===== config.mk =====
export PLATFORM = sky130hd
export DESIGN_NAME = wshb_mire_writer
export DESIGN_NICKNAME = d
export VERILOG_FILES = /design/src/rtl/wshb_mire_writer_pkg.sv /design/src/rtl/wshb_mire_writer_pixel_gen.sv /design/src/rtl/wshb_mire_writer.sv
export SDC_FILE = /design/constraint.sdc
export NUM_CORES = 1
export LEC_CHECK = 0
export BUFFER_PORTS_ARGS = -buffer_cell sky130_fd_sc_hd__clkbuf_2
export CAP_MARGIN = 20
export CELL_PAD_IN_SITES_DETAIL_PLACEMENT = 0
export CELL_PAD_IN_SITES_GLOBAL_PLACEMENT = 1
export CORE_AREA = 4 4 104 106
export DETAILED_ROUTE_END_ITERATION = 16
export DIE_AREA = 0 0 108 110
export HOLD_SLACK_MARGIN = 0.12
export PLACE_DENSITY = 0.79
export SYNTH_ARGS = -nofsm -noshare
export SYNTH_HDL_FRONTEND = slang
export SYNTH_SLANG_ARGS = --single-unit

===== constraint.sdc =====
create_clock -name clk -period 2.6 [get_ports clk]
set_input_delay 0.52 -clock clk [delete_from_list [all_inputs] [get_ports clk]]
set_output_delay 0.52 -clock clk [all_outputs]
set_load 0.1 [all_outputs]

===== src/rtl/wshb_mire_writer_pkg.sv =====
// Shared constants and types for the mire (test pattern) framebuffer writer.
// Holds the default video geometry, the RGB565 colour-bar palette, the writer FSM states and the pixel colour function.
package wshb_mire_writer_pkg;

  localparam int unsigned HDISP_DEF     = 800;
  localparam int unsigned VDISP_DEF     = 480;
  localparam int unsigned BURST_DEF     = 64;
  localparam int unsigned PAUSE_CYC_DEF = 4;
  localparam logic [31:0] BASE_ADR_DEF  = 32'h0000_0000;

  localparam logic [15:0] GRID_COLOR = 16'hFFFF;
  localparam logic [15:0] BAR_COLORS [8] = '{
    16'hFFFF, 16'hFFE0, 16'h07FF, 16'h07E0,
    16'hF81F, 16'hF800, 16'h001F, 16'h0000
  };

  typedef enum logic [1:0] {
    IDLE  = 2'd0,
    WRITE = 2'd1,
    PAUSE = 2'd2
  } mire_state_t;

  // Grid lines every 16 pixels in both directions take priority over the bars.
  function automatic logic [15:0] mire_pixel(input logic [3:0] x_lsb,
                                             input logic [3:0] y_lsb,
                                             input logic [2:0] bar);
    logic [15:0] color;
    if ((x_lsb == 4'd0) || (y_lsb == 4'd0)) begin
      color = GRID_COLOR;
    end else begin
      color = BAR_COLORS[bar];
    end
    return color;
  endfunction

endpackage


===== src/rtl/wshb_mire_writer_pixel_gen.sv =====
// Pixel walker for the mire writer: tracks x/y/bar position and produces the
// registered write address and RGB565 data for the current pixel.
module wshb_mire_writer_pixel_gen
  import wshb_mire_writer_pkg::*;
#(
  parameter int unsigned HDISP    = HDISP_DEF,
  parameter int unsigned VDISP    = VDISP_DEF,
  parameter logic [31:0] BASE_ADR = BASE_ADR_DEF
) (
  input  logic        clk,
  input  logic        rst,
  input  logic        step_i,
  output logic        last_pixel_o,
  output logic [31:0] adr_o,
  output logic [15:0] dat_o
);

  localparam int unsigned XW    = ($clog2(HDISP) > 4) ? $clog2(HDISP) : 4;
  localparam int unsigned YW    = ($clog2(VDISP) > 4) ? $clog2(VDISP) : 4;
  localparam int unsigned BAR_W = HDISP / 8;
  localparam int unsigned SW    = ($clog2(BAR_W) > 1) ? $clog2(BAR_W) : 1;

  logic [XW-1:0] x_q, x_d;
  logic [YW-1:0] y_q, y_d;
  logic [2:0]    bar_q, bar_d;
  logic [SW-1:0] sub_q, sub_d;
  logic [31:0]   adr_q, adr_d;
  logic [15:0]   dat_q, dat_d;
  logic          last_x_s;
  logic          last_y_s;

  assign last_x_s     = (x_q == XW'(HDISP - 1));
  assign last_y_s     = (y_q == YW'(VDISP - 1));
  assign last_pixel_o = last_x_s && last_y_s;
  assign adr_o        = adr_q;
  assign dat_o        = dat_q;

  // Next pixel position; bar index follows x through a sub-counter instead of a divide.
  always_comb begin
    x_d   = x_q;
    y_d   = y_q;
    bar_d = bar_q;
    sub_d = sub_q;
    adr_d = adr_q;
    if (step_i) begin
      if (last_x_s) begin
        x_d   = '0;
        bar_d = 3'd0;
        sub_d = '0;
        if (last_y_s) begin
          y_d   = '0;
          adr_d = BASE_ADR;
        end else begin
          y_d   = y_q + YW'(1);
          adr_d = adr_q + 32'd2;
        end
      end else begin
        x_d   = x_q + XW'(1);
        adr_d = adr_q + 32'd2;
        if (sub_q == SW'(BAR_W - 1)) begin
          sub_d = '0;
          bar_d = bar_q + 3'd1;
        end else begin
          sub_d = sub_q + SW'(1);
        end
      end
    end else begin
      adr_d = adr_q;
    end
    dat_d = mire_pixel(x_d[3:0], y_d[3:0], bar_d);
  end

  // Position, address and data registers; address/data only move on an accepted write.
  always_ff @(posedge clk or posedge rst) begin
    if (rst) begin
      x_q   <= '0;
      y_q   <= '0;
      bar_q <= 3'd0;
      sub_q <= '0;
      adr_q <= BASE_ADR;
      dat_q <= GRID_COLOR;
    end else begin
      x_q   <= x_d;
      y_q   <= y_d;
      bar_q <= bar_d;
      sub_q <= sub_d;
      adr_q <= adr_d;
      dat_q <= dat_d;
    end
  end

endmodule


===== src/rtl/wshb_mire_writer.sv =====
// Wishbone master writing the colour-bar/grid test pattern into the framebuffer,
// releasing the bus every BURST writes so the VGA reader can be granted.
module wshb_mire_writer
  import wshb_mire_writer_pkg::*;
#(
  parameter int unsigned HDISP     = HDISP_DEF,
  parameter int unsigned VDISP     = VDISP_DEF,
  parameter logic [31:0] BASE_ADR  = BASE_ADR_DEF,
  parameter int unsigned BURST     = BURST_DEF,
  parameter int unsigned PAUSE_CYC = PAUSE_CYC_DEF
) (
  input  logic        clk,
  input  logic        rst,
  input  logic        enable_i,
  output logic        frame_done_o,
  output logic        wshb_cyc_o,
  output logic        wshb_stb_o,
  output logic        wshb_we_o,
  output logic [31:0] wshb_adr_o,
  output logic [15:0] wshb_dat_ms_o,
  output logic [1:0]  wshb_sel_o,
  output logic [2:0]  wshb_cti_o,
  output logic [1:0]  wshb_bte_o,
  input  logic        wshb_ack_i
);

  localparam int unsigned BW = ($clog2(BURST) > 1) ? $clog2(BURST) : 1;
  localparam int unsigned PW = ($clog2(PAUSE_CYC) > 1) ? $clog2(PAUSE_CYC) : 1;

  mire_state_t   state_q, state_d;
  logic [BW-1:0] burst_cnt_q, burst_cnt_d;
  logic [PW-1:0] pause_cnt_q, pause_cnt_d;
  logic          cyc_q, cyc_d;
  logic          step_s;
  logic          last_pixel_s;

  assign step_s = (state_q == WRITE) && wshb_ack_i;

  wshb_mire_writer_pixel_gen #(
    .HDISP    (HDISP),
    .VDISP    (VDISP),
    .BASE_ADR (BASE_ADR)
  ) u_pixel_gen (
    .clk          (clk),
    .rst          (rst),
    .step_i       (step_s),
    .last_pixel_o (last_pixel_s),
    .adr_o        (wshb_adr_o),
    .dat_o        (wshb_dat_ms_o)
  );

  // Bus tenure sequencing: burst/pause accounting and frame-end enable sampling.
  always_comb begin
    state_d     = state_q;
    burst_cnt_d = burst_cnt_q;
    pause_cnt_d = pause_cnt_q;
    case (state_q)
      IDLE: begin
        burst_cnt_d = '0;
        pause_cnt_d = '0;
        if (enable_i) begin
          state_d = WRITE;
        end else begin
          state_d = IDLE;
        end
      end
      WRITE: begin
        if (wshb_ack_i) begin
          if (last_pixel_s) begin
            burst_cnt_d = '0;
            state_d     = enable_i ? PAUSE : IDLE;
          end else if (burst_cnt_q == BW'(BURST - 1)) begin
            burst_cnt_d = '0;
            state_d     = PAUSE;
          end else begin
            burst_cnt_d = burst_cnt_q + BW'(1);
          end
        end else begin
          state_d = WRITE;
        end
      end
      PAUSE: begin
        if (pause_cnt_q == PW'(PAUSE_CYC - 1)) begin
          pause_cnt_d = '0;
          state_d     = WRITE;
        end else begin
          pause_cnt_d = pause_cnt_q + PW'(1);
        end
      end
      default: begin
        state_d     = IDLE;
        burst_cnt_d = '0;
        pause_cnt_d = '0;
      end
    endcase
    cyc_d = (state_d == WRITE);
  end

  // State and counters; cyc is registered from the next state so it never glitches.
  always_ff @(posedge clk or posedge rst) begin
    if (rst) begin
      state_q     <= IDLE;
      burst_cnt_q <= '0;
      pause_cnt_q <= '0;
      cyc_q       <= 1'b0;
    end else begin
      state_q     <= state_d;
      burst_cnt_q <= burst_cnt_d;
      pause_cnt_q <= pause_cnt_d;
      cyc_q       <= cyc_d;
    end
  end

  // frame_done marks the very cycle the last pixel of the frame is accepted.
  assign frame_done_o = step_s && last_pixel_s;
  assign wshb_cyc_o   = cyc_q;
  assign wshb_stb_o   = cyc_q;
  assign wshb_we_o    = 1'b1;
  assign wshb_sel_o   = 2'b11;
  assign wshb_cti_o   = 3'b000;
  assign wshb_bte_o   = 2'b00;

endmodule


==> Word-level counts from Yosys, hierarchy flattened <==
Memories as Yosys holds them, arrays and structs flattened.
Index checks and enable logic that the tools add are counted.
W data, S select, Z words.
{ "word_totals": {"memories": 1, "romBits": 128, "register_bits": 88, "output_inout_bits": 59, "in_bits": 4, "wordCells": 69} }
{ "memory_table": {"columns": ["name", "words", "word_bits", "read_ports", "rd_clocked_by_memory_dff", "wr", "line", "text"], "rows": [
  ["(no name shown)", 8, 16, 1, 0, 0, "wshb_mire_writer_pkg.sv:31", "color = BAR_COLORS[bar];"]
]} }
{ "classes": {"bitwise": 2, "n_reduce_logical": 9, "eq_ne": 9, "magnitude_cmp": 1, "muxes": 28, "addsub": 7} }
{ "ops": {"columns": ["operator", "n"], "rows": [
  ["$mux W32", 2],
  ["$mux W16", 3],
  ["$add A32 B2 Y32 const B", 1],
  ["$mux W6", 3],
  ["$mux W7", 2],
  ["$mux W2", 6],
  ["$mux W4", 3],
  ["$pmux W6 S2", 1],
  ["$add A10 B1 Y10 const B", 1],
  ["$eq A10 B10 Y1 const B", 1],
  ["$mux W10", 1],
  ["$add A9 B1 Y9 const B", 1],
  ["$eq A9 B9 Y1 const B", 1],
  ["$mux W3", 3],
  ["$mux W9", 1],
  ["$logic_not A4 Y1", 2],
  ["$add A7 B1 Y7 const B", 1],
  ["$eq A7 B7 Y1 const B", 1],
  ["$add A6 B1 Y6 const B", 1],
  ["$eq A6 B6 Y1 const B", 1],
  ["$pmux W2 S3", 1],
  ["$eq A2 B1 Y1 const B", 2],
  ["$eq A2 B2 Y1 const B", 2],
  ["$ge A4 B4 Y1 const B", 1],
  ["11 further kinds", 14]
]} }

==> Longest topological paths before layout <==
{ "logic_depth": {"depth_word": 9, "mapped_depth": 8, "depth_no_buf": 6} }

==> Modules after synthesis <==
A second synthesis with hierarchy kept.
{ "hier_totals": {"cells_unflattened": 422, "area_unflattened_um2": 4042.6} }
{ "modules_own_cells": {"columns": ["mod", "instances", "cells_per_inst", "area_each_um2", "seq_area_each_um2"], "rows": [
  ["wshb_mire_writer_pixel_gen", 1, 348, 3360.7, 1580.3],
  ["wshb_mire_writer", 1, 74, 681.9, 275.3]
]} }

==> Worst setup path after synthesis <==
OpenSTA, ideal clock, no wires.
{ "synth_timing": {"path_kind": "input to output", "from": "input wshb_ack_i", "to": "output frame_done_o", "arrival_ns": 2.638, "cell_stages": 6, "n_path_buf": 3, "setup_slack_ns": -0.558, "required_time_ns": 2.080, "cell_sequence": "buf_2 nand3b_4 nor4_2 and2_0 clkbuf_1 buf_1"} }
{ "synth_between": {"elab_chain_len": 2} }
{ "synth_rtl": {"columns": ["element", "line", "text"], "rows": [
  ["from (decl)", "wshb_mire_writer.sv:24", "input logic wshb_ack_i"],
  ["$logic_and A1 B1 Y1", "wshb_mire_writer.sv:37", "assign step_s = (state_q == WRITE) && wshb_ack_i;"],
  ["$logic_and A1 B1 Y1", "wshb_mire_writer.sv:115", "assign frame_done_o = step_s && last_pixel_s;"],
  ["to (decl)", "wshb_mire_writer.sv:15", "output logic frame_done_o,"]
]} }
Every way passes these cells.

==> Final worst setup path <==
{ "layout_timing": {"from": "register u_pixel_gen.x_q[1]", "to": "output frame_done_o"} }
{ "layout_between": {"elab_chain_len": 3} }
{ "layout_rtl": {"columns": ["element", "line", "text"], "rows": [
  ["from (decl)", "wshb_mire_writer_pixel_gen.sv:23", "logic [XW-1:0] x_q, x_d;"],
  ["from (signal assigned)", "wshb_mire_writer_pixel_gen.sv:76", "x_q <= '0;"],
  ["from (signal assigned)", "wshb_mire_writer_pixel_gen.sv:83", "x_q <= x_d;"],
  ["$eq A10 B10 Y1", "wshb_mire_writer_pixel_gen.sv:32", "assign last_x_s = (x_q == XW'(HDISP - 1));"],
  ["$logic_and A1 B1 Y1", "wshb_mire_writer_pixel_gen.sv:34", "assign last_pixel_o = last_x_s && last_y_s;"],
  ["$logic_and A1 B1 Y1", "wshb_mire_writer.sv:115", null]
]} }
Every way passes these cells.

==> summary.txt <==
Timing
  – Tcrit/Tclk final: around 94%
  – Final worst slack: roughly 0.15 ns
  – Slew Limit Fails: 0
  – Worst Skew: about 0.0097 ns
  – # setup viols final: 0
  – RSZ-0062 raised after global routing: false
  – Worst slew margin: 55.0%
  – Hold Slack: about 0.24 ns
  – Final Hold Fails: 0
  – Slew @ Worst Pin: 0.673 ns
  – Fmax: 0.409 GHz
  – Clock period minus worst slack: between 2 and 2.5 ns
  – TNS Setup: 0 ns

Synth
  – Area contributors post-synth: dfrtp_1 (45%), xnor2_1 (6.4%), nor2_1 (4.5%)
  – Yosys top cell by area: dfrtp_1
  – Synth async-reset ratio: 100%
  – Post-synthesis sequential area ratio: 46.7%
  – Top_reg_cell synth: dfrtp_1
  – Mapped cell area: 3970 um2
  – Post-synth cell types: 54
  – Flops & latches, synth: 74
  – Synth warn: 0
  – Syn avg cell area: between 9 and 10 um2
  – Synth top area share: 44.7%
  – Cells after synthesis: between 400 and 500
  – Post-synth EDFFs: 0

Pwr
  – Lkg Pwr: 2.08 nW
  – Power per cell area: roughly 770 nW/um2
  – Worst vdd ir: 0.408 mV
  – Final Power: 3.56 mW

Clocking
  – Hold buffer count at cts: 0
  – Longest Clk Path Bufs: 2
  – H-tree depth: 3
  – Clock Sinks: between 70 and 80
  – Clk_lat worst skew: 0.36 ns
  – Root Buffer: clkbuf_8
  – CTS tree: done
  – Reg clk slew, reported paths: 0.08 ns
  – CTS Buf Count: 9

Finish
  – Nets@finish: 478
  – Fin util: a little under half
  – Area growth syn-to-layout: 16.2%
  – Fillers: 962
  – Seq. cell area: 1860 um2
  – Most frequent cells in the layout: dfrtp_1 (70), clkbuf_2 (52), nor2_1 (48)
  – Multi-input logic area: 1900 um2
  – Diodes inserted: 0
  – Most common cell after layout, fill and taps aside: dfrtp_1
  – Fraction of layout cells with a size suffix above 1: between 20% and 30%

GRT
  – GRT busiest layer: met2
  – Met1 Use GR: 19.5%
  – GR Util met2: between 20% and 30%
  – Largest net degree at the start of global routing: 33
  – Global-route wire length before repair: 14,000 um
  – Number of antenna violations at the first check in global routing: 0
  – Global-route met3 utilization: 3.73%
  – Grt total ovfl: 0
  – Total Routing Usage GR: between 10 and 15%
  – Vias in the first global route: roughly 2,900

Outcome
  – Status: finished clean

Route
  – TritonRoute pass-1 iters: 4
  – Drt drc: 0
  – Routed wire length: around 8400 um
  – Iteration-0 DRC count of the detailed router: 73
  – Number of routed nets with antenna violations: 0
  – Via Count: 3,059
  – Vias per inst: 5.06
  – WL per Instance: approximately 14 um

Run
  – Max cap viols: 0

Worst setup path
  – Crit-path max FO: 5
  – Startpoint Class: flip-flop
  – WP data arrival: roughly 1.9 ns
  – R2R Setup Slk: 0.21 ns
  – Reg2Reg Depth: 8
  – Worst Path Class, Setup: reg2out
  – Worst Setup End Kind: primary output
  – Worst Path Required: roughly 2.1 ns

Die
  – I/O pin cnt: 63
  – Die width: about 110 um
  – Die height: 110 um
  – Cell row count: 36
  – Initial core utilization: 40.6%
  – Die Area: about 12,000 um2
  – Area of the core: between 9000 and 10,000 um2

Placement
  – Port Buf Inserts: 53
  – Dpl ws: 0.201 ns
  – HPWL after detailed placement: between 6000 and 7000 um
  – Final RePlAce weighted congestion: slightly below 0.8

Hold path
  – Min-delay worst type: in2async
[cells in the mapped netlist (5+ instances only)]
| library cell | count |
|---|---|
| a21oi_1 | 13 |
| dfrtp_1 | 71 |
| nand2_1 | 33 |
| nand4b_1 | 5 |
| and4_1 | 8 |
| xor2_1 | 13 |
| ha_1 | 7 |
| nand3_1 | 21 |
| nor4_1 | 11 |
| o21ai_0 | 19 |
| o31ai_1 | 5 |
| buf_4 | 23 |
| clkbuf_1 | 8 |
| nand2b_1 | 6 |
| nor3_1 | 8 |
| inv_1 | 7 |
| nand4_1 | 10 |
| and3_1 | 7 |
| nor2_1 | 48 |
| xnor2_1 | 29 |
[power by group]
| group | total, mW | switching (mW) | internal [mW] | leakage, nW |
|---|---|---|---|---|
| Clock | 0.990 | 0.427 | 0.563 | 0.109 |
| Combinational | 1.03 | 0.748 | 0.284 | 0.997 |
| Sequential | 1.53 | 0.216 | 1.32 | 0.977 |
[layer usage]
layer  up-vias  wire, um
met3         9       324
met4         0       131
li1       1530         -
met1      1472      3900
met2        48      4040
met5         -         0
[sequential cells by signal, summed over array words and instances, names as in the netlist, 3 cells and up]
name / flops
u_pixel_gen.y_q: 9
u_pixel_gen.sub_q: 7
u_pixel_gen.adr_o: 31
u_pixel_gen.dat_o: 3
burst_cnt_q: 6
u_pixel_gen.x_q: 10
u_pixel_gen.bar_q: 3
[final cells by class]
cell class                 instances  share of cell area (%)
multi-input combinational        301                    41.1
sequential                        74                    40.2
timing repair buffer              74                    9.76
tap                              133                    3.61
clock buffer                      11                    3.06
clock inverter                     5                    1.68
inverter                           7                   0.569
[worst max-delay path, cell delays in order (launching register included)]
cell     delay [ns]
dfrtp_1        0.40
ha_2           0.24
nand3_2        0.13
nor4_4         0.31
buf_4          0.17
and2_4         0.16
buf_12         0.17
[worst paths after layout]
kind | from | to
worst min register to register | burst_cnt_q[5] | burst_cnt_q[5]
max in group asynchronous | rst | u_pixel_gen.dat_o[14]
worst max-delay path | u_pixel_gen.x_q[1] | frame_done_o
min in group clk | enable_i | state_q[1]
worst min-delay path | rst | u_pixel_gen.adr_o[16]
worst max register to register | u_pixel_gen.x_q[1] | u_pixel_gen.dat_o[14]
[what timing repair did]
item,in CTS,in global routing
setup buffers,0,5
endpoints found under the setup margin,1,1
pin swaps,0,1
resized for setup,2,6
[cells by family after synthesis]
| group | after synthesis | synth area share [%] |
|---|---|---|
| and+or+nand+nor | 185 | 25.5 |
| buffers and inverters | 45 | 6.71 |
| adders and majority gates | 7 | 2.21 |
| AOI/OAI and AO/OA | 52 | 7.85 |
| DFF | 74 | 46.7 |
| other | 2 | 0.189 |
| muxes | 6 | 1.61 |
| xor gates and xnor gates | 42 | 9.26 |
[metrics by stage]
| stage | area (um2) | instances |
|---|---|---|
| 2_1_floorplan | 4000 | 420 |
| 3_5_place_dp | 4340 | 584 |
| 6_report | 4620 | 605 |
| 4_1_cts | 4560 | 600 |
| 5_1_grt | 4620 | 605 |
| 3_3_place_gp | 4340 | 584 |
Note: power is estimated with default switching activity, not from simulation.
